[src/rtl/dcsa_pkg.sv]
// Shared definitions for the duplicated carry-select adder and its result checker.
package dcsa_pkg;

  localparam int W_DEF = 64;
  localparam int G_DEF = 8;

  typedef enum logic [1:0] {
    IDLE     = 2'd0,
    ALARM    = 2'd1,
    WAIT_REL = 2'd2
  } alarm_state_t;

  function automatic logic parity_fold(input logic [W_DEF-1:0] v);
    return ^v;
  endfunction

endpackage

[src/rtl/dcsa_group_cmp.sv]
// One compare group: flags any bit where the duplicate is not the complement of the sum.
module dcsa_group_cmp #(
  parameter int G = 8
) (
  input  logic [G-1:0] s_g,
  input  logic [G-1:0] s_inv_g,
  output logic         mis
);

  assign mis = ~&(s_g ^ s_inv_g);

endmodule

[src/rtl/dcsa_result_checker_64b.sv]
// Two-stage checker for the duplicated adder outputs, with error logging and an
// alarm/ack handshake towards the fault manager.
module dcsa_result_checker_64b
  import dcsa_pkg::*;
#(
  parameter int W     = W_DEF,
  parameter int G     = G_DEF,
  parameter int CNT_W = 16
) (
  input  logic             clk,
  input  logic             rst,
  input  logic             in_valid,
  input  logic [W-1:0]     s,
  input  logic [W-1:0]     s_invert,
  input  logic             papb,
  input  logic             pab,
  output logic             chk_valid,
  output logic             chk_dup_err,
  output logic             chk_par_err,
  output logic [W/G-1:0]   chk_grp,
  output logic             alarm,
  input  logic             alarm_ack,
  output logic [W/G-1:0]   first_grp,
  output logic [CNT_W-1:0] err_count,
  input  logic             clear
);

  localparam int NG = W / G;

  logic [NG-1:0] grp_mis;
  logic [NG-1:0] grp_q;
  logic          par_q;
  logic          v1;
  logic          err;
  logic          first_grp_set;
  logic          pend;
  logic          pend_eff;

  alarm_state_t state, state_nxt;

  for (genvar g = 0; g < NG; g++) begin : g_cmp
    dcsa_group_cmp #(.G(G)) u_cmp (
      .s_g     (s[g*G +: G]),
      .s_inv_g (s_invert[g*G +: G]),
      .mis     (grp_mis[g])
    );
  end

  always_ff @(posedge clk or posedge rst) begin
    if (rst) begin
      v1    <= 1'b0;
      grp_q <= '0;
      par_q <= 1'b0;
    end else begin
      v1    <= in_valid;
      grp_q <= grp_mis;
      par_q <= papb ^ pab;
    end
  end

  always_ff @(posedge clk or posedge rst) begin
    if (rst) begin
      chk_valid   <= 1'b0;
      chk_grp     <= '0;
      chk_dup_err <= 1'b0;
      chk_par_err <= 1'b0;
    end else begin
      chk_valid   <= v1;
      chk_grp     <= v1 ? grp_q : '0;
      chk_dup_err <= v1 & (|grp_q);
      chk_par_err <= v1 & par_q;
    end
  end

  assign err = chk_valid & (chk_dup_err | chk_par_err);

  always_ff @(posedge clk or posedge rst) begin
    if (rst) begin
      err_count <= '0;
    end else if (clear) begin
      err_count <= {{(CNT_W-1){1'b0}}, err};
    end else if (err && (err_count != '1)) begin
      err_count <= err_count + 1'b1;
    end
  end

  always_ff @(posedge clk or posedge rst) begin
    if (rst) begin
      first_grp     <= '0;
      first_grp_set <= 1'b0;
    end else if (clear) begin
      first_grp     <= err ? chk_grp : '0;
      first_grp_set <= err;
    end else if (err && !first_grp_set) begin
      first_grp     <= chk_grp;
      first_grp_set <= 1'b1;
    end
  end

  // Errors seen while the ack is still held are remembered; a same-cycle clear
  // already masks the old bit for the release decision.
  always_ff @(posedge clk or posedge rst) begin
    if (rst) begin
      pend <= 1'b0;
    end else if ((state == WAIT_REL) && alarm_ack && err) begin
      pend <= 1'b1;
    end else if (clear || (state != WAIT_REL) || !alarm_ack) begin
      pend <= 1'b0;
    end
  end

  assign pend_eff = pend & ~clear;

  always_ff @(posedge clk or posedge rst) begin
    if (rst) state <= IDLE;
    else     state <= state_nxt;
  end

  always_comb begin
    state_nxt = state;
    unique case (state)
      IDLE:     if (err) state_nxt = ALARM;
      ALARM:    if (alarm_ack) state_nxt = WAIT_REL;
      WAIT_REL: if (!alarm_ack) state_nxt = (err || pend_eff) ? ALARM : IDLE;
      default:  state_nxt = IDLE;
    endcase
  end

  always_comb begin
    alarm = 1'b0;
    if (state == ALARM) alarm = 1'b1;
  end

endmodule

[config.mk]
export PLATFORM = sky130hd
export DESIGN_NAME = dcsa_result_checker_64b
export DESIGN_NICKNAME = d
export VERILOG_FILES = /design/src/rtl/dcsa_pkg.sv /design/src/rtl/dcsa_group_cmp.sv /design/src/rtl/dcsa_result_checker_64b.sv
export SDC_FILE = /design/constraint.sdc
export NUM_CORES = 1
export LEC_CHECK = 0
export ABC_AREA = 1
export CAP_MARGIN = 25
export CORE_UTILIZATION = 44
export CTS_CLUSTER_SIZE = 10
export DETAILED_ROUTE_END_ITERATION = 10
export HOLD_SLACK_MARGIN = 0.12
export PLACE_DENSITY_LB_ADDON = 0.3
export SYNTH_ARGS = -nofsm -noshare
export SYNTH_HDL_FRONTEND = slang
export SYNTH_HIERARCHICAL = 1
export SYNTH_SLANG_ARGS = --single-unit
[constraint.sdc]
create_clock -name clk -period 2.4 [get_ports clk]
set_clock_uncertainty 0.05 [all_clocks]
set_input_delay 0.48 -clock clk [delete_from_list [all_inputs] [get_ports clk]]
set_output_delay 0.48 -clock clk [all_outputs]
set_load 0.05 [all_outputs]
==> flow_metrics.py, run 1 <==
metrics = {
    "worst_setup_path": {
        "critical_path.max_stage_delay_ps": 830,
        "timing.rr.end": "err_count[4]$_DFFE_PP0P_",
        "cp.required_ps": 1870,
        "start_kind": "flip-flop",
        "timing.critical_path.fanout_max": 5,
        "ff2ff_setup_slack_ps": 490,
        "critPathBufInv": 1,
        "crit_type": "flip-flop to primary output",
        "cp_cell_sequence": "nor2_1 > clkdlybuf4s50_1",
        "cp_data_arrival_time_ps": 1700,
        "timing.critical_path.max_delay_family": "buffers and inverters",
        "critical_path.endpoint_type": "primary output",
        "rr_worst_depth": 9,
        "cp_slowest_cell": "sky130_fd_sc_hd__clkdlybuf4s50_1",
        "regToRegStartpoint": "err_count[0]$_DFFE_PP0P_",
    },
    "cts": {
        "cts_post_setup_buffers_inserted": 0,
        "clk_pin_slew_worst_paths_ps": 90,
        "cts_inserted_buffers": 5,
        "cts_resized": 0,
        "cts_tree": "built",
        "cts_max_level": 2,
        "hold_buffers": 0,
        "clock-root-buffer": "sky130_fd_sc_hd__clkbuf_8",
        "num_clock_sinks": 49,
        "clk_latency_ps": 310,
        "clock_tree.buffer_depth": 2,
    },
    "synthesis": {
        "yosys.cell_count.top_type": "sky130_fd_sc_hd__nand2_1",
        "post_synth_instance_area_um2": 3450,
        "synth.top_cells.by_count": "238 x sky130_fd_sc_hd__nand2_1, 118 x sky130_fd_sc_hd__inv_1, 110 x sky130_fd_sc_hd__nor2_1",
        "synth-simple-area-share_pct": 46.7,
        "synth_top_cells_by_area": "sky130_fd_sc_hd__dfrtp_1 36%, sky130_fd_sc_hd__nand2_1 26%, sky130_fd_sc_hd__inv_1 13%, sky130_fd_sc_hd__nor2_1 12%, sky130_fd_sc_hd__nand3_1 4.6%",
        "share_of_cell_area_taken_by_muxes_after_synthesis_pct": 0,
        "synth.avg_cell_area_um2": 5.82,
        "largest_family_of_logic_cells_by_synthesized_area": "simple AND/OR/NAND/NOR gates",
        "synth_cell_types": 23,
        "synth_async_sr_flop_share_pct": 100,
        "yosys.area_share.adder_pct": 0.363,
        "yosysSeqAreaShare_pct": 35.5,
        "yosys_warnings": 6,
        "share_of_yosys_cell_area_claimed_by_the_top_area_cell_type_pct": 35.5,
        "synth_seq_cells": 49,
        "syn_nets": 729,
        "postSynthCellCount": 593,
        "synth_flop_cell": "sky130_fd_sc_hd__dfrtp_1",
        "number_of_enable_flip_flop_cells_after_synthesis": 0,
        "synth_compound_gate_area_share_pct": 2.36,
        "synth-xor-area-share_pct": 1.27,
        "synth.largest_area_cell": "sky130_fd_sc_hd__dfrtp_1",
    },
    "power": {
        "p_leak_uw": 0.00299,
        "power_density_nw_per_um2": 418,
        "power_uw": 2270,
        "vdd_ir_drop_max_mv": 0.286,
    },
    "route": {
        "wirelength_um": 9570,
        "detailedRoute.firstIterationViolations": 124,
        "route.detailed.vias_per_inst": 4.68,
        "dr.pass1.iters": 5,
        "drt-wirelength-per-cell_um": 11.0,
        "antenna_left": 0,
        "dr_vias": 4064,
        "post-route-drc-count": 0,
    },
    "finish": {
        "fin_nets": 904,
        "antenna-diode-count": 0,
        "multi_input_comb_area_um2": 1750,
        "regArea_um2": 1230,
        "syn2layout_area_growth_pct": 57.2,
        "layout.filler_cells": 610,
        "layout-drive-gt1-share_pct": 2.86,
    },
    "placement": {
        "gp_congestion": 0.914,
        "port_buffers": 170,
        "final_hpwl_dp_um": 8130,
    },
    "floorplanning": {
        "die_extent_in_y_um": 90.5,
        "start_util_pct": 46.6,
        "core_area_um2": 7410,
        "die_width_um": 90.5,
        "io_pins": 171,
        "core.rowCount": 31,
        "die_area_um2": 8200,
    },
    "grt": {
        "grt_first_pass_wirelength_um": 16700,
        "grt_antenna_before_repair": 0,
        "track_usage_pct": 24.6,
        "grt_max_degree": 28,
        "first_global_vias": 4031,
        "overflow": 0,
    },
    "worst_hold_path": {
        "holdCritStartpoint": "par_q$_DFF_PP0_",
        "worst_hold_path.endpoint": "chk_par_err$_DFF_PP0_",
        "worstHoldPathCells": 2,
        "timing.hold.worst.class": "flip-flop to flip-flop",
    },
    "timing": {
        "setup_viol": 0,
        "fmax_mhz": 449,
        "hold_viol_final": 0,
        "slew_violations": 0,
        "tightest_slew_ps": 548,
        "rsz0062_at_grt": "no",
        "period_share_pct": 92.9,
        "min_period_ps": 2230,
        "slew_headroom_pct": 63.4,
        "fin_tns_setup_ps": 0,
    },
    "status": {
        "outcome": "completed",
    },
    "flow_run": {
        "drv_cap": 0,
    },
}
final cells by class:
| class | instances | area share (%) |
|---|---|---|
| repair buffers | 174 | 32.2 |
| inverters | 118 | 8.17 |
| clock buffers | 5 | 1.27 |
| multi-input cells | 420 | 32.2 |
| well taps | 99 | 2.28 |
| flip-flops and latches | 49 | 22.6 |
| clock inverters | 3 | 1.27 |
routing by layer:
metal | up-vias | global-route usage, % | wire length, um
met5 | - | 0 | 0
met4 | 0 | 7.39 | 249
met1 | 1776 | 25.4 | 3460
met3 | 26 | 5.89 | 688
met2 | 161 | 48.3 | 5170
li1 | 2101 | - | -
logic make-up (layout without fill, tap and decap cells):
| family | count (synthesis) | count (layout) |
|---|---|---|
| flip-flops | 49 | 49 |
| XOR/XNOR | 5 | 5 |
| AO/OA/AOI/OAI | 14 | 14 |
| buffers and inverters | 124 | 300 |
| AND/OR/NAND/NOR | 400 | 400 |
| adder cells (fa/ha/maj) | 1 | 1 |
report_power, final:
part | total (uW) | leakage [uW] | switching (uW) | internal, uW
Sequential | 896 | 0.000603 | 31.8 | 864
Clock | 703 | 0.0000687 | 283 | 419
Combinational | 671 | 0.00232 | 335 | 335
worst max-delay path by stage:
| stage | depth (start not counted) | startpoint | end |
|---|---|---|---|
| after CTS | 2 | state[1]$_DFFE_PP0P_ | alarm |
| after global placement | 6 | clear | first_grp[6]$_DFFE_PP0P_ |
| final | 2 | state[1]$_DFFE_PP0P_ | alarm |
| after detailed placement | 6 | clear | first_grp[1]$_DFFE_PP0P_ |
| after global routing | 2 | state[1]$_DFFE_PP0P_ | alarm |
| after floorplan | 10 | err_count[0]$_DFFE_PP0P_ | err_count[11]$_DFFE_PP0P_ |
registers in the layout, summed over array words and instances (netlist names), 2 cells and up:
signal,count
chk_grp,8
err_count,16
first_grp,8
grp_q,8
state,2
worst reg2reg max path: stages (launching register included):
cell and delay (ps):
sky130_fd_sc_hd__dfrtp_1 430, sky130_fd_sc_hd__ha_1 260, sky130_fd_sc_hd__nand2_1 110, sky130_fd_sc_hd__nor2_2 40
sky130_fd_sc_hd__nand2_1 130, sky130_fd_sc_hd__nor2_4 50, sky130_fd_sc_hd__nor2_2 320, sky130_fd_sc_hd__buf_4 240
sky130_fd_sc_hd__nand3_1 80, sky130_fd_sc_hd__o21ai_0 110
per-stage QoR:
stage / hold WS (ps) / worst slack, ps / utilization [%] / cell area (um2) / cells
after detailed placement: 376 / 360 / 71.4 / 5290 / 860
after floorplan: 302 / 501 / - / 3450 / 593
after CTS: 396 / 151 / 73.2 / 5420 / 868
final: 393 / 170 / 73.2 / 5420 / 868
after global routing: 438 / 121 / 73.2 / 5420 / 868
after global placement: 365 / 470 / 71.4 / 5290 / 860
layout by cell type, fill, tap and decap left out, types with 2 or more instances in the layout:
master,instances
sky130_fd_sc_hd__nor4_1,2
sky130_fd_sc_hd__nand2_1,238
sky130_fd_sc_hd__a21oi_1,5
sky130_fd_sc_hd__nand4_1,10
sky130_fd_sc_hd__xor2_1,4
sky130_fd_sc_hd__nand3_1,32
sky130_fd_sc_hd__bufinv_16,2
sky130_fd_sc_hd__nor2_2,4
sky130_fd_sc_hd__buf_4,3
sky130_fd_sc_hd__nor2_4,3
sky130_fd_sc_hd__inv_1,117
sky130_fd_sc_hd__clkdlybuf4s50_1,170
sky130_fd_sc_hd__nor2_1,110
sky130_fd_sc_hd__o21ai_0,5
sky130_fd_sc_hd__clkbuf_8,5
sky130_fd_sc_hd__dfrtp_1,49
No activity file was read; power rests on OpenSTA's default activity.
==> run 2: changes to the inputs <==
--- a/config.mk
+++ b/config.mk
@@ -7,7 +7,7 @@
 export LEC_CHECK = 0
 export ABC_AREA = 1
 export CAP_MARGIN = 25
-export CORE_UTILIZATION = 44
+export CORE_UTILIZATION = 37
 export CTS_CLUSTER_SIZE = 10
 export DETAILED_ROUTE_END_ITERATION = 10
 export HOLD_SLACK_MARGIN = 0.12
==> constraint.sdc (replaced) <==
create_clock -name clk -period 2.04 [get_ports clk]
set_clock_uncertainty 0.05 [all_clocks]
set_input_delay 0.408 -clock clk [delete_from_list [all_inputs] [get_ports clk]]
set_output_delay 0.408 -clock clk [all_outputs]
set_load 0.05 [all_outputs]
==> flow_metrics.py, run 2 (same netlist as run 1, synthesis figures left out) <==
metrics = {
    "status": {
        "outcome": "completed",
    },
    "route": {
        "wirelength_um": 9510,
        "post-route-drc-count": 0,
        "dr_vias": 3967,
        "detailedRoute.firstIterationViolations": 147,
        "route.detailed.vias_per_inst": 4.51,
        "drt-wirelength-per-cell_um": 10.8,
        "antenna_left": 0,
        "dr.pass1.iters": 4,
    },
    "worst_setup_path": {
        "critical_path.endpoint_type": "primary output",
        "cp.depth": 1,
        "cp_cell_sequence": "clkdlybuf4s50_1",
        "ff2ff_setup_slack_ps": 300,
        "rr_worst_depth": 9,
        "start_kind": "flip-flop",
        "timing.critical_path.max_delay_family": "buffers and inverters",
        "critical_path.max_stage_delay_ps": 830,
        "timing.critical_path.fanout_max": 2,
        "regToRegStartpoint": "err_count[0]$_DFFE_PP0P_",
        "critPathBufInv": 1,
        "cp_data_arrival_time_ps": 1510,
        "timing.rr.end": "err_count[5]$_DFFE_PP0P_",
        "crit_type": "flip-flop to primary output",
        "cp.required_ps": 1580,
        "cp_slowest_cell": "sky130_fd_sc_hd__clkdlybuf4s50_1",
    },
    "floorplanning": {
        "core.rowCount": 34,
        "core_area_um2": 8890,
        "die_area_um2": 9710,
        "start_util_pct": 38.8,
        "die_extent_in_y_um": 98.6,
        "io_pins": 171,
        "die_width_um": 98.6,
    },
    "finish": {
        "layout-drive-gt1-share_pct": 4.80,
        "max_flop_register": "err_count",
        "antenna-diode-count": 0,
        "layout.filler_cells": 854,
        "largest_register_ffs": 16,
        "layout.cells.most_common": "sky130_fd_sc_hd__nand2_1",
        "most-common-layout-cells": "238 x sky130_fd_sc_hd__nand2_1, 149 x sky130_fd_sc_hd__clkdlybuf4s50_1, 117 x sky130_fd_sc_hd__inv_1",
        "layoutNonFillerInstCount": 879,
        "fin_nets": 906,
        "syn2layout_area_growth_pct": 55.9,
        "layout.core_utilization_pct": 60.5,
    },
    "grt": {
        "grt_first_pass_wirelength_um": 16000,
        "overflow": 0,
        "grt_antenna_before_repair": 0,
        "track_usage_pct": 20.2,
        "first_global_vias": 3853,
        "grt_max_degree": 50,
    },
    "placement": {
        "port_buffers": 170,
        "gp_congestion": 0.891,
        "placedCellCount": 871,
        "final_hpwl_dp_um": 8130,
    },
    "cts": {
        "cts_inserted_buffers": 5,
        "hold_buffers": 0,
        "num_clock_sinks": 49,
        "clk_latency_ps": 300,
        "clock-root-buffer": "sky130_fd_sc_hd__clkbuf_8",
        "clock_tree.buffer_depth": 2,
        "clk_pin_slew_worst_paths_ps": 100,
        "cts_max_level": 2,
        "cts_tree": "built",
    },
    "timing": {
        "tightest_slew_ps": 524,
        "min_period_ps": 1970,
        "slew_headroom_pct": 65.0,
        "slew_violations": 0,
        "hold_viol_final": 0,
        "setup_viol": 0,
        "period_share_pct": 96.7,
        "fmax_mhz": 507,
        "fin_tns_setup_ps": 0,
        "timing.hold.ws_ps": 394,
        "rsz0062_at_grt": "no",
    },
    "power": {
        "power_density_nw_per_um2": 448,
        "vdd_ir_drop_max_mv": 0.282,
        "p_clk_share_pct": 23.6,
        "switching_power_uw": 757,
        "sw_frac_of_total_pct": 31.4,
        "comb_power_share_pct": 32.7,
        "p_leak_uw": 0.00310,
        "cellInternalPower_uw": 1650,
        "seq_power_share_pct": 43.7,
    },
    "worst_hold_path": {
        "worstHoldPathCells": 2,
        "holdCritStartpoint": "par_q$_DFF_PP0_",
        "worst_hold_path.endpoint": "chk_par_err$_DFF_PP0_",
        "timing.hold.worst.class": "flip-flop to flip-flop",
    },
    "flow_run": {
        "drv_cap": 0,
    },
}
[run 2: how the worst max path moves through the flow]
stage          slack, ps                   endpoint                      start
2_1_floorplan        140  err_count[11]$_DFFE_PP0P_   err_count[0]$_DFFE_PP0P_
3_3_place_gp         320               err_count[9]   err_count[9]$_DFFE_PP0P_
3_5_place_dp         320   err_count[5]$_DFFE_PP0P_   err_count[0]$_DFFE_PP0P_
4_1_cts                4              err_count[15]  err_count[15]$_DFFE_PP0P_
5_1_grt               30                 chk_grp[0]       chk_grp[0]$_DFF_PP0_
6_report              70               first_grp[1]   first_grp[1]$_DFFE_PP0P_
[run 2: worst register-to-register path, cell delays in order, from the launching register on]
cell and delay, ps:
sky130_fd_sc_hd__dfrtp_1 430, sky130_fd_sc_hd__ha_1 230, sky130_fd_sc_hd__nand2_1 90, sky130_fd_sc_hd__nor2_2 110, sky130_fd_sc_hd__nand2_1 130, sky130_fd_sc_hd__nor2_4 120, sky130_fd_sc_hd__nor2_2 50, sky130_fd_sc_hd__nor2_4 290
sky130_fd_sc_hd__nand2_1 100, sky130_fd_sc_hd__nand2_1 70
[run 2: per-layer routing]
layer	wire length (um)	vias up	track usage, %
li1	-	2104	-
met1	3660	1730	20.7
met2	5010	120	39.8
met3	691	13	4.96
met4	153	0	6.31
met5	0	-	0
[run 2: final cells by class]
cell class              instances  area [um2]  share of cell area, %
multi-input cells             420        1750                   32.5
repair buffers                176        1730                   32.2
flip-flops and latches         49        1230                   22.8
inverters                     118         443                   8.24
well taps                     108         135                   2.51
clock buffers                   5        68.8                   1.28
clock inverters                 3        22.5                  0.419
[run 2: what timing repair did]
item	4_1_cts	5_1_grt
cloned	0	0
pin swaps	0	0
endpoints found under the setup margin	4	4
setup buffers	0	0
hold endpoints to repair	0	0
resized for setup	4	4
[run 2: power by group through the flow]
stage          logic (uW)  registers, uW  clock network, uW
3_3_place_gp          776           1070                  0
5_1_grt               868           1060                632
3_5_place_dp          794           1070                  0
4_1_cts               796           1050                591
2_1_floorplan         264           1170                  0
6_report              787           1050                569
[run 2: metrics by stage]
step	setup WS [ps]	cell area, um2	total power, uW
6_report	68.0	5380	2410
5_1_grt	27.3	5380	2560
4_1_cts	4.44	5370	2440
3_5_place_dp	321	5280	1860
3_3_place_gp	318	5280	1850
2_1_floorplan	141	3450	1440
